<file path="src/rtl/oam_dma_ctrl.sv">
// rtl/oam_dma_ctrl.sv - sprite OAM DMA controller: copies one 256-byte page into PPU OAM
//
// Ports:
//   cpu_clk    system clock, rising edge
//   reset      synchronous, active-high
//   bus_addr   CPU bus address (trigger detect)
//   bus_din    CPU write data, page number on trigger
//   bus_wr     0 = CPU write, 1 = CPU read
//   odd_cycle  CPU cycle parity, 1 = odd
//   oam_start  PPU OAMADDR, latched at trigger
//   rd_data    memory read data, valid the cycle after dma_addr
//   hijack     DMA owns the bus
//   dma_addr   source read address
//   oam_addr   OAM write address
//   oam_data   OAM write data
//   oam_we     OAM write strobe
//   done       one-cycle completion pulse
module oam_dma_ctrl #(
    parameter logic [15:0] TRIGGER_ADDR = 16'h4014,
    parameter bit          ALIGN_EN     = 1'b1
) (
    input  logic        cpu_clk,
    input  logic        reset,
    input  logic [15:0] bus_addr,
    input  logic [7:0]  bus_din,
    input  logic        bus_wr,
    input  logic        odd_cycle,
    input  logic [7:0]  oam_start,
    input  logic [7:0]  rd_data,
    output logic        hijack,
    output logic [15:0] dma_addr,
    output logic [7:0]  oam_addr,
    output logic [7:0]  oam_data,
    output logic        oam_we,
    output logic        done
);

    typedef enum logic [2:0] {
        IDLE  = 3'd0,
        HALT  = 3'd1,
        ALIGN = 3'd2,
        READ  = 3'd3,
        WRITE = 3'd4
    } state_t;

    state_t      state_q, state_d;
    logic [7:0]  page_q, page_d;
    logic [7:0]  cnt_q, cnt_d;
    logic [7:0]  ptr_q, ptr_d;
    logic        hijack_q;
    logic [15:0] dma_addr_q;
    logic [7:0]  oam_addr_q;
    logic        oam_we_q;
    logic        done_q;
    logic        trigger;

    // Only an idle controller accepts a trigger, so writes during a transfer are dropped.
    assign trigger = (state_q == IDLE) && (bus_addr == TRIGGER_ADDR) && !bus_wr;

    always_comb begin
        state_d = state_q;
        page_d  = page_q;
        cnt_d   = cnt_q;
        ptr_d   = ptr_q;
        case (state_q)
            IDLE: begin
                if (trigger) begin
                    state_d = HALT;
                    page_d  = bus_din;
                    cnt_d   = 8'h00;
                    ptr_d   = oam_start;
                end
            end
            HALT:    state_d = (ALIGN_EN && odd_cycle) ? ALIGN : READ;
            ALIGN:   state_d = READ;
            READ:    state_d = WRITE;
            WRITE: begin
                // 8-bit wrap on both counters; no carry into the page byte.
                cnt_d   = cnt_q + 8'd1;
                ptr_d   = ptr_q + 8'd1;
                state_d = (cnt_q != 8'hFF) ? READ : IDLE;
            end
            default: state_d = IDLE;
        endcase
    end

    // Outputs are registered from next-state values so they line up with the state they describe.
    always_ff @(posedge cpu_clk) begin
        if (reset) begin
            state_q    <= IDLE;
            page_q     <= 8'h00;
            cnt_q      <= 8'h00;
            ptr_q      <= 8'h00;
            hijack_q   <= 1'b0;
            dma_addr_q <= 16'h0000;
            oam_addr_q <= 8'h00;
            oam_we_q   <= 1'b0;
            done_q     <= 1'b0;
        end else begin
            state_q    <= state_d;
            page_q     <= page_d;
            cnt_q      <= cnt_d;
            ptr_q      <= ptr_d;
            hijack_q   <= (state_d != IDLE);
            dma_addr_q <= ((state_d == READ) || (state_d == WRITE)) ? {page_d, cnt_d} : 16'h0000;
            oam_addr_q <= ptr_d;
            oam_we_q   <= (state_d == WRITE);
            done_q     <= (state_q == WRITE) && (state_d == IDLE);
        end
    end

    assign hijack   = hijack_q;
    assign dma_addr = dma_addr_q;
    assign oam_addr = oam_addr_q;
    assign oam_we   = oam_we_q;
    assign done     = done_q;
    // rd_data arrives in the WRITE cycle itself, so it is forwarded rather than registered.
    assign oam_data = oam_we_q ? rd_data : 8'h00;

endmodule
</file>
<file path="config.mk">
export PLATFORM = sky130hd
export DESIGN_NAME = oam_dma_ctrl
export DESIGN_NICKNAME = d
export VERILOG_FILES = /design/src/rtl/oam_dma_ctrl.sv
export SDC_FILE = /design/constraint.sdc
export NUM_CORES = 1
export LEC_CHECK = 0
export BUFFER_PORTS_ARGS = -buffer_cell sky130_fd_sc_hd__buf_2
export CAP_MARGIN = 5
export CORE_MARGIN = 3
export CORE_UTILIZATION = 40
export CTS_CLUSTER_DIAMETER = 150
export DETAILED_ROUTE_END_ITERATION = 12
export PLACE_DENSITY = 0.74
export SYNTH_ARGS = -nofsm -noshare
export SYNTH_HDL_FRONTEND = slang
export SYNTH_SLANG_ARGS = --single-unit
export TNS_END_PERCENT = 20
</file>
<file path="constraint.sdc">
create_clock -name cpu_clk -period 2.4 [get_ports cpu_clk]
set_input_delay 0.48 -clock cpu_clk [delete_from_list [all_inputs] [get_ports cpu_clk]]
set_output_delay 0.48 -clock cpu_clk [all_outputs]
set_load 0.05 [all_outputs]
</file>
==> metrics.md, run 1 <==
| Metric | Value |
|---|---|
| Run status | `completed` |
| Largest family of logic cells by synthesized area | `compound AO/OA/AOI/OAI gates` |
| Post-synth top area share | `46.29%` |
| Wire length per cell | `13.66 um` |
| Final Wtd Congestion | `0.8489` |
| Number of maximum-capacitance violations | `0` |
| Post-route worst hold slack | `around 450 ps` |
| Number of buffers inserted for hold repair after clock tree synthesis | `0` |
| Count of flip-flops with a built-in enable after synthesis | `0` |
| Static leakage | `1.046 nW` |
| H-tree depth | `2` |
| Net count after synthesis | `267` |
| Final critical-path share of the clock period | `between 80% and 90%` |
| Number of distinct library cells after synthesis | `45` |
| Clock network latency to the later pin of the worst-skew pair | `around 300 ps` |
| RSZ-0062 raised after global routing | `false` |
| Slew Limit Fails | `0` |
| Mux cell area share after synthesis | `0%` |
| Area leader, netlist | `sky130_fd_sc_hd__dfxtp_1` |
| Library cell used as clock root buffer | `sky130_fd_sc_hd__clkbuf_8` |
| Die outline width | `76.53 um` |
| Number of setup buffers added after CTS | `0` |
| Clock slew at the register clock pins of the worst setup and hold paths | `around 90 ps` |
| Share of synthesized cell area in full adder, half adder and majority cells | `between 1 and 1.5%` |
| Number of nets still failing antenna checks after routing | `0` |
| Post-synthesis xor/xnor area fraction | `1.321%` |
| Final setup violation count | `0` |
| Most used standard cells in the synthesized netlist | `46 x sky130_fd_sc_hd__dfxtp_1, 40 x sky130_fd_sc_hd__a21oi_1, 14 x sky130_fd_sc_hd__nand3_1` |
| TritonCTS clock tree | `yes` |
| Most instantiated flip-flop cell in the synthesis netlist | `sky130_fd_sc_hd__dfxtp_1` |
| Global-route wire length before repair | `8335 um` |
| Final nets | `345` |
| Filler instances | `roughly 480` |
| Power per Cell Area | `508.4 nW/um2` |
| Cell Area, Synth | `1989 um2` |
| Actual transition at the worst max-transition pin | `about 600 ps` |
| Class of the tightest hold or removal check | `in2reg` |
| Detail Placement HPWL | `3737 um` |
| Worst setup SP type | `flip-flop` |
| Clock buffers created by TritonCTS | `5` |
| Type of the setup path with the least slack | `reg2reg` |
| Minimum clock period | `1950 ps` |
| Top-Level Pins | `79` |
| Maximum net fanout on the critical path | `12` |
| Maximum number of pins on one net before global-route repair | `23` |
| Floorplan core area | `~4800 um2` |
| Maximum vdd ir drop | `0.0002444 V` |
| Routed Wire Length | `5015 um` |
| Overall via count from detail_route | `2000` |
| Via count of the first global-routing pass | `1875` |
| Sum of negative setup slack | `0 ps` |
| Total DRC errors in the routed layout | `0` |
| Sequential cell area | `920.9 um2` |
| Final hold vios | `0` |
| Count of cells resized by post-cts repair | `0` |
| Number of buffers on the longest clock path | `2` |
| Number of sinks handled by clock tree synthesis | `46` |
| Cells after Synth | `221` |
| Ys async rst share | `0%` |
| DRT Pass-1 Iters | `4` |
| Die height | `76.53 um` |
| Top cells by area, synth | `sky130_fd_sc_hd__dfxtp_1 46%, sky130_fd_sc_hd__a21oi_1 10%, sky130_fd_sc_hd__nand3_1 3.5%, sky130_fd_sc_hd__o211ai_1 3.0%, sky130_fd_sc_hd__and2_1 2.8%` |
| Count of yosys warnings during synthesis | `0` |
| Initial antenna violation count | `0` |
| Post-Syn Area per Cell | `9.002 um2` |
| Data arrival time of the critical path | `2170 ps` |
| Yosys reg bits | `46` |
| Max frequency | `512.9 MHz` |
| Clock tree skew after final layout | `5.926 ps` |
| Sequential element share of the synthesized area | `between 40% and 50%` |
| Most common cell in the netlist | `sky130_fd_sc_hd__dfxtp_1` |
| Total number of placement rows | `25` |
| Total inserted antenna cells | `0` |
| Max-slew headroom | `59.82%` |
| Port buffer count | `78` |
| Synth Area in Simple Gates | `a little over a fifth` |
| Required time worst endpoint | `2620 ps` |
| Syn-to-layout area delta | `27.17%` |
| Number of DRC markers in iteration 0 | `124` |
| Sort of element at the end of the critical path | `flip-flop` |
| Overall die area | `5856 um2` |
| Area of the multi-input gates | `973.4 um2` |
| Effective utilization at floorplan | `41.84%` |
| Ratio of cells with drive above 1 in the final layout | `33.00%` |
| Complex-gate fraction of the synthesized area | `between 20% and 30%` |
| Routed via count divided by cell count | `roughly 5.4` |
| Total routing resource utilization after global routing | `17.12%` |
| Grt ovf | `0` |
layout make-up:
cell class                      instances  share of cell area [%]
Multi-Input combinational cell        157                   38.48
Sequential cell                        46                   36.40
Timing Repair Buffer                   87                   18.10
Tap cell                               67                   3.314
Clock buffer                            6                   2.868
Clock inverter                          2                  0.5440
Inverter                                2                  0.2967
power by group:
| part | switching, mW | internal (mW) |
|---|---|---|
| Sequential | 0.000118 | 0.762 |
| Clock | 0.263 | 0.206 |
| Combinational | 0.0243 | 0.0313 |
| Total | 0.287 | 0.999 |
cell families after synthesis:
family                   Yosys count
flip-flops                        46
buffers and inverters             18
AND/OR/NAND/NOR                   74
AO/OA/AOI/OAI                     78
XOR/XNOR                           3
adder cells (fa/ha/maj)            2
through the flow:
step	instances	power, mW	utilization, %	cell area, um2	worst slack, ps
5_1_grt	367	1.327	53.21	2530	252.3
2_1_floorplan	221	0.7976	-	1989	695.0
4_1_cts	367	1.294	53.21	2530	459.1
3_5_place_dp	359	0.8356	51.39	2444	300.7
3_3_place_gp	359	0.8347	51.39	2444	312.5
6_report	367	1.286	53.21	2530	450.2
routing by layer:
layer,vias up,global-route usage [%],routed length (um),share of wire (%)
met5,-,0,0,0
met4,0,5.435,90,1.8
met3,10,4.610,263,5.2
met2,60,29.35,2421,48
met1,940,20.81,2240,45
li1,990,-,-,-
critical path: stages, from the launching register on:
cell	delay, ps
sky130_fd_sc_hd__dfxtp_1	450
sky130_fd_sc_hd__or3b_1	590
sky130_fd_sc_hd__buf_4	270
sky130_fd_sc_hd__or3_1	360
sky130_fd_sc_hd__a21oi_1	200
final timing paths:
| check | from | end | slack (ps) | cells past startpoint |
|---|---|---|---|---|
| setup / recovery | state_q[2] | dma_addr[7] | 450 | 4 |
| hold / removal | oam_start[3] | oam_addr[3] | 450 | 3 |
| setup reg to reg | state_q[2] | dma_addr[7] | 450 | 4 |
| hold reg to reg | page_q[4] | page_q[4] | 510 | 2 |
state kept, by name (all words and copies together), names as in the netlist:
register,count
state_q,3
cnt_q,8
oam_we,1
page_q,8
oam_addr,8
dma_addr,16
hijack,1
done,1
layout by cell type, fill, tap and decap left out, drive strengths merged, types with 3 or more instances in the layout:
| cell | n |
|---|---|
| o31ai | 3 |
| and2 | 10 |
| nand3 | 14 |
| nand2 | 7 |
| nor4 | 7 |
| buf | 87 |
| a31oi | 8 |
| nor2 | 7 |
| clkbuf | 6 |
| nand2b | 3 |
| o211ai | 9 |
| and3 | 3 |
| a21oi | 40 |
| dfxtp | 46 |
| nor3 | 6 |
| nor4b | 3 |
| nand4 | 3 |
| o21ai | 8 |
(Power assumes the default switching activity.)
==> run 2: changes to the inputs <==
==> constraint.sdc (replaced) <==
create_clock -name cpu_clk -period 1.85 [get_ports cpu_clk]
set_input_delay 0.37 -clock cpu_clk [delete_from_list [all_inputs] [get_ports cpu_clk]]
set_output_delay 0.37 -clock cpu_clk [all_outputs]
set_load 0.05 [all_outputs]
==> run 2 against run 1 <==
Non-clock buffer count grew 3. Worst hold slack lost 120 ps. Via count is 2.5% lower. Critical path type unchanged. Largest cell class unchanged. Largest power group unchanged.
==> metrics.md, run 2 (synthesis results as in run 1) <==
| Metric | Value |
|---|---|
| Total inserted antenna cells | `0 (unchanged)` |
| Max frequency | `577.7 MHz (+13%)` |
| Data arrival time of the critical path | `1950 ps (-220 ps)` |
| Number of DRC markers in iteration 0 | `135 (+8.9%)` |
| Grt ovf | `0 (unchanged)` |
| Number of buffers on the longest clock path | `2 (unchanged)` |
| Number of maximum-capacitance violations | `0 (unchanged)` |
| Final hold vios | `0 (unchanged)` |
| Port buffer count | `78 (unchanged)` |
| Post-route worst hold slack | `331.8 ps (-119.9 ps)` |
| Maximum net fanout on the critical path | `12 (unchanged)` |
| Actual transition at the worst max-transition pin | `420.7 ps (-181.6 ps)` |
| Final critical-path share of the clock period | `93.56% (+12 points)` |
| Type of the setup path with the least slack | `reg2reg` |
| Overall die area | `5856 um2 (unchanged)` |
| Instance area after placement | `2479 um2 (+1.4%)` |
| Overall via count from detail_route | `1950 (-2.5%)` |
| HP Start | `bus_din[1]` |
| Final setup violation count | `0 (unchanged)` |
| Commonest non-fill, non-tap cells in the layout | `78 x sky130_fd_sc_hd__buf_2, 46 x sky130_fd_sc_hd__dfxtp_1, 39 x sky130_fd_sc_hd__a21oi_1, 14 x sky130_fd_sc_hd__nand3_1, 11 x sky130_fd_sc_hd__buf_4` |
| Routed Wire Length | `5028 um (+0.26%)` |
| Total DRC errors in the routed layout | `0 (unchanged)` |
| Sum of negative setup slack | `0 ps (unchanged)` |
| Total design power | `1.696 mW (+32%)` |
| Clock buffers created by TritonCTS | `5 (unchanged)` |
| Final Wtd Congestion | `0.8217 (-3.2%)` |
| Post-place setup slack | `77.17 ps (-223.5 ps)` |
| Clock network latency to the later pin of the worst-skew pair | `310 ps (about the same)` |
| Maximum number of pins on one net before global-route repair | `20 (-13%)` |
| Number of sinks handled by clock tree synthesis | `46 (unchanged)` |
| H-tree depth | `2 (unchanged)` |
| Power per Cell Area | `656.4 nW/um2 (+29%)` |
| Count of cells resized by post-cts repair | `0 (unchanged)` |
| Maximum vdd ir drop | `0.0003363 V (+38%)` |
| Cells after DPL | `362 (+0.84%)` |
| Total routing resource utilization after global routing | `17.49% (+0.37 points)` |
| Final worst slack | `119.1 ps (-331.1 ps)` |
| Number of nets still failing antenna checks after routing | `0 (unchanged)` |
| Class of the tightest hold or removal check | `in2reg` |
| Syn-to-layout area delta | `29.87%` |
| Minimum clock period | `1731 ps (-218.9 ps)` |
| Run status | `completed` |
| Die outline width | `76.53 um (unchanged)` |
| Post-route design area | `2584 um2 (+2.1%)` |
| Wire length per cell | `13.59 um (-0.55%)` |
| Detail Placement HPWL | `3735 um (about the same)` |
| Launch point of the worst reg-to-reg path | `state_q[2]` |
| Max-slew headroom | `71.56% (+12 points)` |
| Clock tree skew after final layout | `6.007 ps (+0.08077 ps)` |
| Final nets | `348 (+0.87%)` |
| Number of standard cells in the final layout excluding fillers | `370 (+0.82%)` |
| Post-layout utilization of the core | `54.34% (+1.1 points)` |
| Initial antenna violation count | `0 (unchanged)` |
| Library cell used as clock root buffer | `sky130_fd_sc_hd__clkbuf_8` |
| RSZ-0062 raised after global routing | `false` |
| Sort of element at the end of the critical path | `flip-flop` |
| Required time worst endpoint | `2070 ps (-550 ps)` |
| Via count of the first global-routing pass | `1849 (-1.4%)` |
| Floorplan core area | `4755 um2 (unchanged)` |
| Top-Level Pins | `79 (unchanged)` |
| Slew Limit Fails | `0 (unchanged)` |
| DRT Pass-1 Iters | `4 (unchanged)` |
| Ratio of cells with drive above 1 in the final layout | `34.32% (+1.3 points)` |
| Worst setup SP type | `flip-flop` |
| Number of buffers inserted for hold repair after clock tree synthesis | `0 (unchanged)` |
| Filler instances | `469 (-1.3%)` |
| Largest register FFs | `16 (unchanged)` |
| Number of setup buffers added after CTS | `0 (unchanged)` |
| Total number of placement rows | `25 (unchanged)` |
| Die height | `76.53 um (unchanged)` |
| Startpoint of the most critical setup path | `state_q[2]` |
| Global-route wire length before repair | `8500 um (+2.0%)` |
| Routed via count divided by cell count | `5.270 (-3.3%)` |
| Static leakage | `1.065 nW (+1.8%)` |
| TritonCTS clock tree | `yes` |
| Clock slew at the register clock pins of the worst setup and hold paths | `90 ps (about the same)` |
| Effective utilization at floorplan | `41.84% (unchanged)` |
| Most common library cell in the layout ignoring fill and taps | `sky130_fd_sc_hd__buf_2` |
## run 2: path summary, 6_finish.rpt
| kind | slack [ps] | cells after the start | end |
|---|---|---|---|
| worst max-delay path | 120 | 4 | dma_addr[7] |
| worst min-delay path | 330 | 3 | page_q[1] |
| worst max register to register | 120 | 4 | dma_addr[7] |
| worst min register to register | 510 | 2 | page_q[6] |
## run 2: routing by layer
| layer | vias to the layer above | GRT usage, % | routed length (um) |
|---|---|---|---|
| met5 | - | 0 | 0 |
| met4 | 0 | 4.529 | 54 |
| met3 | 5 | 4.965 | 292 |
| met2 | 50 | 29.09 | 2536 |
| met1 | 901 | 22.26 | 2144 |
| li1 | 994 | - | - |
## run 2: area by class of cell
class                           instances  area [um2]  area share [%]
Multi-Input combinational cell        157       984.7           38.11
Sequential cell                        46       920.9           35.64
Timing Repair Buffer                   90       493.0           19.08
Tap cell                               67       83.83           3.245
Clock buffer                            5       68.82           2.663
Clock inverter                          3       25.02          0.9685
Inverter                                2       7.507          0.2906
## run 2: power by group
part / leakage [nW] / internal (mW) / total, mW / switching (mW)
sequential: 0.370 / 0.989 / 0.989 / 0.000146
combinational: 0.650 / 0.0416 / 0.0728 / 0.0311
clock: 0.0447 / 0.273 / 0.634 / 0.361
## run 2: critical path, cell delays in order, from the launching register on
cell	delay (ps)
sky130_fd_sc_hd__dfxtp_1	420
sky130_fd_sc_hd__or3b_1	430
sky130_fd_sc_hd__buf_4	210
sky130_fd_sc_hd__or3_1	380
sky130_fd_sc_hd__a21oi_1	210
